[src/rtl/control_unit_pkg.sv]
// Branch-prediction types and helpers shared by the control path.
package control_unit_pkg;

  // Two-bit saturating direction counter.
  typedef enum logic [1:0] {
    SNT = 2'b00,
    WNT = 2'b01,
    WT  = 2'b10,
    ST  = 2'b11
  } bpstate_t;

  // Counter state after observing one resolved outcome.
  function automatic bpstate_t bp_next(input bpstate_t s, input logic taken);
    bpstate_t r;
    r = s;
    unique case (s)
      SNT: r = taken ? WNT : SNT;
      WNT: r = taken ? WT  : SNT;
      WT:  r = taken ? ST  : WNT;
      ST:  r = taken ? ST  : WT;
      default: r = WNT;
    endcase
    return r;
  endfunction

  // The upper counter bit is the predicted direction.
  function automatic logic bp_predict(input bpstate_t s);
    return (s == WT) || (s == ST);
  endfunction

endpackage

[src/rtl/cpu_types_pkg.sv]
// Shared datapath types for the CPU.
package cpu_types_pkg;

  typedef logic [31:0] word_t;

endpackage

[src/rtl/btb.sv]
// Direct-mapped branch target buffer: combinational lookup, registered update.
module btb
  import cpu_types_pkg::*;
  import control_unit_pkg::*;
#(
  parameter int ENTRIES = 8
) (
  input  logic  CLK,
  input  logic  RST,
  input  word_t lookup_pc,
  output logic  hit_taken,
  output word_t hit_target,
  input  logic  upd_en,
  input  logic  upd_taken,
  input  word_t upd_pc,
  input  word_t upd_target
);

  localparam int IDXW = $clog2(ENTRIES);
  localparam int TAGW = 32 - IDXW - 2;

  logic            valid_q  [ENTRIES];
  logic [TAGW-1:0] tag_q    [ENTRIES];
  word_t           target_q [ENTRIES];
  bpstate_t        ctr_q    [ENTRIES];

  logic [IDXW-1:0] rd_idx, wr_idx;
  logic [TAGW-1:0] rd_tag, wr_tag;
  logic            wr_hit;

  // Word-aligned instructions: the two low address bits never select anything.
  logic unused_low_bits;
  assign unused_low_bits = ^{lookup_pc[1:0], upd_pc[1:0]};

  assign rd_idx = lookup_pc[IDXW+1:2];
  assign rd_tag = lookup_pc[31:IDXW+2];
  assign wr_idx = upd_pc[IDXW+1:2];
  assign wr_tag = upd_pc[31:IDXW+2];

  // Lookup sees only registered contents, so a same-cycle update is invisible.
  always_comb begin
    // NOTE: every output of a combinational block gets a default first so no path leaves it unassigned, which would infer a latch.
    hit_taken  = 1'b0;
    hit_target = '0;
    if (valid_q[rd_idx] && tag_q[rd_idx] == rd_tag && bp_predict(ctr_q[rd_idx])) begin
      hit_taken  = 1'b1;
      hit_target = target_q[rd_idx];
    end
  end

  // Resolved instruction hits its own entry when valid and tag agree.
  always_comb begin
    wr_hit = valid_q[wr_idx] && (tag_q[wr_idx] == wr_tag);
  end

  // Train on every resolved branch: adjust on hit, allocate on taken miss.
  always_ff @(posedge CLK or posedge RST) begin
    if (RST) begin
      // NOTE: this table is reset on purpose; stale valid bits after reset would predict garbage, so it is built from flops rather than RAM.
      for (int i = 0; i < ENTRIES; i++) begin
        valid_q[i]  <= 1'b0;
        tag_q[i]    <= '0;
        target_q[i] <= '0;
        ctr_q[i]    <= WNT;
      end
    end else if (upd_en) begin
      if (wr_hit) begin
        ctr_q[wr_idx] <= bp_next(ctr_q[wr_idx], upd_taken);
        if (upd_taken) begin
          target_q[wr_idx] <= upd_target;
        end
      end else if (upd_taken) begin
        valid_q[wr_idx]  <= 1'b1;
        tag_q[wr_idx]    <= wr_tag;
        target_q[wr_idx] <= upd_target;
        ctr_q[wr_idx]    <= WT;
      end
    end
  end

endmodule

[src/rtl/fetch_predict.sv]
// Fetch stage: PC register, next-PC selection and misprediction recovery.
module fetch_predict
  import cpu_types_pkg::*;
  import control_unit_pkg::*;
#(
  parameter int          ENTRIES  = 8,
  parameter logic [31:0] PC_RESET = 32'h0
) (
  input  logic  CLK,
  input  logic  RST,
  input  logic  ihit,
  input  logic  stall,
  input  logic  ex_valid,
  input  logic  ex_taken,
  input  word_t ex_pc,
  input  word_t ex_target,
  input  logic  ex_pred_taken,
  input  word_t ex_pred_target,
  output word_t imemaddr,
  output word_t npc,
  output logic  pred_taken,
  output word_t pred_target,
  output logic  flush
);

  word_t pc_q;
  word_t pc_d;
  logic  mispredict;

  assign imemaddr = pc_q;
  assign npc      = pc_q + 32'd4;

  btb #(.ENTRIES(ENTRIES)) u_btb (
    .CLK        (CLK),
    .RST        (RST),
    .lookup_pc  (pc_q),
    .hit_taken  (pred_taken),
    .hit_target (pred_target),
    .upd_en     (ex_valid),
    .upd_taken  (ex_taken),
    .upd_pc     (ex_pc),
    .upd_target (ex_target)
  );

  // Wrong direction, or right direction with the wrong target.
  always_comb begin
    mispredict = ex_valid &&
                 ((ex_taken != ex_pred_taken) ||
                  (ex_taken && (ex_target != ex_pred_target)));
  end

  assign flush = mispredict;

  // Recovery beats any hold; otherwise follow the prediction or fall through.
  always_comb begin
    pc_d = npc;
    if (mispredict) begin
      pc_d = ex_taken ? ex_target : ex_pc + 32'd4;
    end else if (stall || !ihit) begin
      pc_d = pc_q;
    end else if (pred_taken) begin
      pc_d = pred_target;
    end
  end

  // PC register.
  always_ff @(posedge CLK or posedge RST) begin
    if (RST) begin
      pc_q <= PC_RESET;
    end else begin
      // NOTE: state registers use non-blocking assignment so every flop samples pre-edge values.
      pc_q <= pc_d;
    end
  end

endmodule

[config.mk]
export PLATFORM = sky130hd
export DESIGN_NAME = fetch_predict
export DESIGN_NICKNAME = d
export VERILOG_FILES = /design/src/rtl/control_unit_pkg.sv /design/src/rtl/cpu_types_pkg.sv /design/src/rtl/btb.sv /design/src/rtl/fetch_predict.sv
export SDC_FILE = /design/constraint.sdc
export NUM_CORES = 1
export LEC_CHECK = 0
export ABC_CLOCK_PERIOD_IN_PS = 55700
export BUFFER_PORTS_ARGS = -buffer_cell sky130_fd_sc_hd__buf_2
export CAP_MARGIN = 25
export CORE_MARGIN = 5
export CORE_UTILIZATION = 45
export CTS_CLUSTER_SIZE = 8
export DETAILED_ROUTE_END_ITERATION = 16
export GPL_ROUTABILITY_DRIVEN = 0
export SLEW_MARGIN = 0
export SYNTH_ARGS = -nofsm -noshare
export SYNTH_HDL_FRONTEND = slang
export SYNTH_SLANG_ARGS = --single-unit
[constraint.sdc]
create_clock -name CLK -period 55.7 [get_ports CLK]
set_input_delay 11.14 -clock CLK [delete_from_list [all_inputs] [get_ports CLK]]
set_output_delay 11.14 -clock CLK [all_outputs]
set_load 0.02 [all_outputs]
==> summary.md <==
| Metric | Value |
|---|---|
| Post-CTS Hold Buffers | `0` |
| Clk buf depth | `3` |
| Final wirelength | `91760 µm` |
| Vias per inst | `6.196` |
| Cell area after layout | `32730 µm²` |
| Worst R2R Path Depth | `12` |
| DRC Markers | `0` |
| Post-synth EDFFs | `0` |
| Root buffer cell | `clkbuf_16` |
| Hold Crit Class | `reg2reg` |
| Commonest cells in the netlist | `520 x dfrtp_1, 457 x mux2_2, 163 x mux4_2` |
| Dpl cell area | `30450 µm²` |
| Total power | `0.001305 W` |
| RSZ-0062 raised after global routing | `false` |
| CTS Buf Count | `76` |
| H-tree Lvls | `3` |
| Most common cell in the synthesized netlist | `dfrtp_1` |
| Worst Hold Launch | `u_btb.ctr_q[6]$_DFFE_PP1P_` |
| Routed length per instance | `28.65 µm` |
| Final ANT Viol Nets | `0` |
| Area grow syn2layout | `12.83%` |
| DR vias | `19850` |
| Critical R2R Launch | `imemaddr[3]$_DFFE_PP0P_` |
| Final setup violation count | `0` |
| TritonCTS clock tree | `yes` |
| Worst skew pair latency | `640 ps` |
| Critical Path End Type | `output pin` |
| Peak supply drop | `27.68 µV` |
| Final hold violation count | `0` |
| Die W | `263.9 µm` |
| Nets@finish | `2417` |
| Final period utilization | `44.25%` |
| Largest net degree at the start of global routing | `169` |
| Crit path DAT | `13510 ps` |
| Synth Flop Type | `dfrtp_1` |
| Yosys warns | `0` |
| Synth area leader | `dfrtp_1` |
| Pwr per Cell Area | `39.88 nW/µm²` |
| Mapped Area | `29000 µm²` |
| Die H | `263.9 µm` |
| Clock transition at the registers of the reported paths | `50 ps` |
| DR WL met2 | `42010 µm` |
| Post-DP HPWL | `59070 µm` |
| Syn nets | `2311` |
| Crit path max-delay family | `simple AND/OR/NAND/NOR gates` |
| Syn avg cell area | `13.15 µm²` |
| CTS Sinks | `528` |
| Slowest CP cell | `nor4_1` |
| Critical path buffer and inverter count | `3` |
| Worst Path Required | `44560 ps` |
| Max Freq | `40.57 MHz` |
| Synth Instances | `2206` |
| Die area | `69630 µm²` |
| IO Count | `201` |
| Uppermost routed layer | `met4` |
| Maxcap violations | `0` |
| Critical path cell sequence | `buf_2 -> xor2_1 -> nor4_1 -> nand4_1 -> nor4_1 -> or2_2 -> inv_2 -> buf_2` |
| Setup Buffers After CTS | `0` |
| Max FO, Critical Path | `13` |
| Total GRT Usage | `26.00%` |
| Top post-synthesis cells by area | `dfrtp_1 45%, mux2_2 18%, mux4_2 13%` |
| Hold Path Depth | `2` |
| Worst Tran Pin Value | `1096 ps` |
| Initial drt markers | `1624` |
| Minimum clock period | `24650 ps` |
| Min-Delay Endpoint | `u_btb.ctr_q[6]$_DFFE_PP1P_` |
| Slowest stage delay, CP | `760 ps` |
| Initial Util | `45.24%` |
| IO buf count | `200` |
| Cell row count | `93` |
| CP Class | `in2out` |
| Post-synthesis sequential area ratio | `45.59%` |
| Synthesis-stage register bit count | `528` |
| Capturing point of the worst reg2reg path | `imemaddr[2]$_DFFE_PP0P_` |
| Routed wl met3 | `6616 µm` |
| Pre-Repair DR Iteration Count | `5` |
| Reg2reg setup slack | `50120 ps` |
| Met1 Wirelength | `40100 µm` |
| Skew final | `31.89 ps` |
| Status | `finished, final reports clean` |
| Gr ovfl total | `0` |
| Synth unique cells | `73` |
| CP startpoint kind | `primary input` |
| Final core utilization | `51.04%` |
| Antenna violations before repair | `5` |
| Vias in the first global route | `20690` |
| CTS-repair resized insts | `0` |
| Fraction of layout cells with a size suffix above 1 | `44.16%` |
| Max-slew headroom | `26.90%` |
| Total negative setup slack | `0 ps` |
| Final Max Tran Viols | `0` |
| Async SR Flop Fraction | `100.0%` |
| Top cell type's share of synthesized area | `44.86%` |
| Placeable Area | `64120 µm²` |
| Leakage | `13.81 nW` |
| First-pass GRT wire length | `138400 µm` |
[power breakdown]
group	switching, W	internal (W)
registers	0.0000651	0.000470
logic	0.000163	0.000176
clock network	0.000178	0.000254
[cells by family (layout without fill, tap and decap cells)]
family / Yosys count / in the layout / synth area share, %
buffers and inverters: 234 / 372 / 3.818
other: 0 / 4 / 0
AOI/OAI and AO/OA: 141 / 141 / 3.589
DFF: 528 / 528 / 45.59
adders and majority gates: 4 / 4 / 0.1553
and+or+nand+nor: 417 / 417 / 7.575
xor gates and xnor gates: 131 / 131 / 3.956
muxes: 751 / 751 / 35.32
[sequential cells by signal, indices dropped and copies added, names as in the netlist]
signal          cells
u_btb.tag_q       216
u_btb.target_q    256
imemaddr           32
u_btb.ctr_q        16
u_btb.valid_q       8
[worst register-to-register path: stages, from the launching register on]
cell,delay [ps]
dfrtp_4,590
buf_4,650
buf_4,780
mux4_2,610
mux2i_1,440
xor2_1,330
nand4_1,210
nor4_4,190
buf_4,370
nand3_2,220
buf_4,340
or3_1,510
a41oi_1,220
[layer usage]
layer  vias to the layer above  GRT usage [%]
li1                       8371              -
met1                     10580          37.30
met2                       735          39.85
met3                       161          5.774
met4                         0          8.168
met5                         -              0
[cell type report]
| cell class | instances | area, µm² |
|---|---|---|
| sequential | 528 | 13230 |
| clock buffer | 103 | 2024 |
| multi-input combinational | 1444 | 14750 |
| clock inverter | 7 | 158.9 |
| antenna | 4 | 10.01 |
| inverter | 20 | 82.58 |
| tap | 855 | 1070 |
| timing repair buffer | 242 | 1394 |
| fill | 5507 | 31390 |
[worst max path at each step]
| stage | end | cells past startpoint | from |
|---|---|---|---|
| 2_1_floorplan | imemaddr[0]$_DFFE_PP0P_ | 1 | RST |
| 3_3_place_gp | flush | 8 | ex_target[13] |
| 3_5_place_dp | flush | 8 | ex_target[13] |
| 4_1_cts | flush | 8 | ex_target[13] |
| 5_1_grt | flush | 8 | ex_target[13] |
| 6_report | flush | 8 | ex_target[13] |
[cell usage in the layout (no fill, tap or decap), types with 10 or more instances in the layout]
cell type | Yosys | routed
o211ai_1 | 16 | 16
clkbuf_16 | 0 | 77
o221ai_1 | 21 | 21
nand4_1 | 34 | 34
xor2_1 | 71 | 71
o21ai_0 | 20 | 20
a21oi_1 | 12 | 12
buf_2 | 39 | 198
nor2_1 | 73 | 68
nand3_1 | 48 | 48
a31o_2 | 13 | 13
nand2_1 | 121 | 121
nor3b_1 | 10 | 10
o22ai_1 | 10 | 10
nor4_1 | 12 | 12
mux2_2 | 457 | 457
buf_4 | 5 | 40
and3_1 | 15 | 14
mux2_1 | 16 | 16
mux2i_1 | 96 | 96
inv_1 | 16 | 15
dfrtp_1 | 520 | 517
or2_2 | 12 | 12
nor3_1 | 29 | 27
mux4_2 | 163 | 163
clkbuf_1 | 125 | 26
xnor2_1 | 60 | 60
mux2_4 | 19 | 19
[stage by stage]
stage               hold WS [ps]  setup WS [ps]  instances
floorplan                  450.5          29820       2206
global placement           466.9          31160       3086
detailed placement         480.4          31120       3086
CTS                        488.7          31120       3196
global route               503.2          31120       3202
finish                     487.5          31050       3203
No activity file was read; power rests on OpenSTA's default activity.
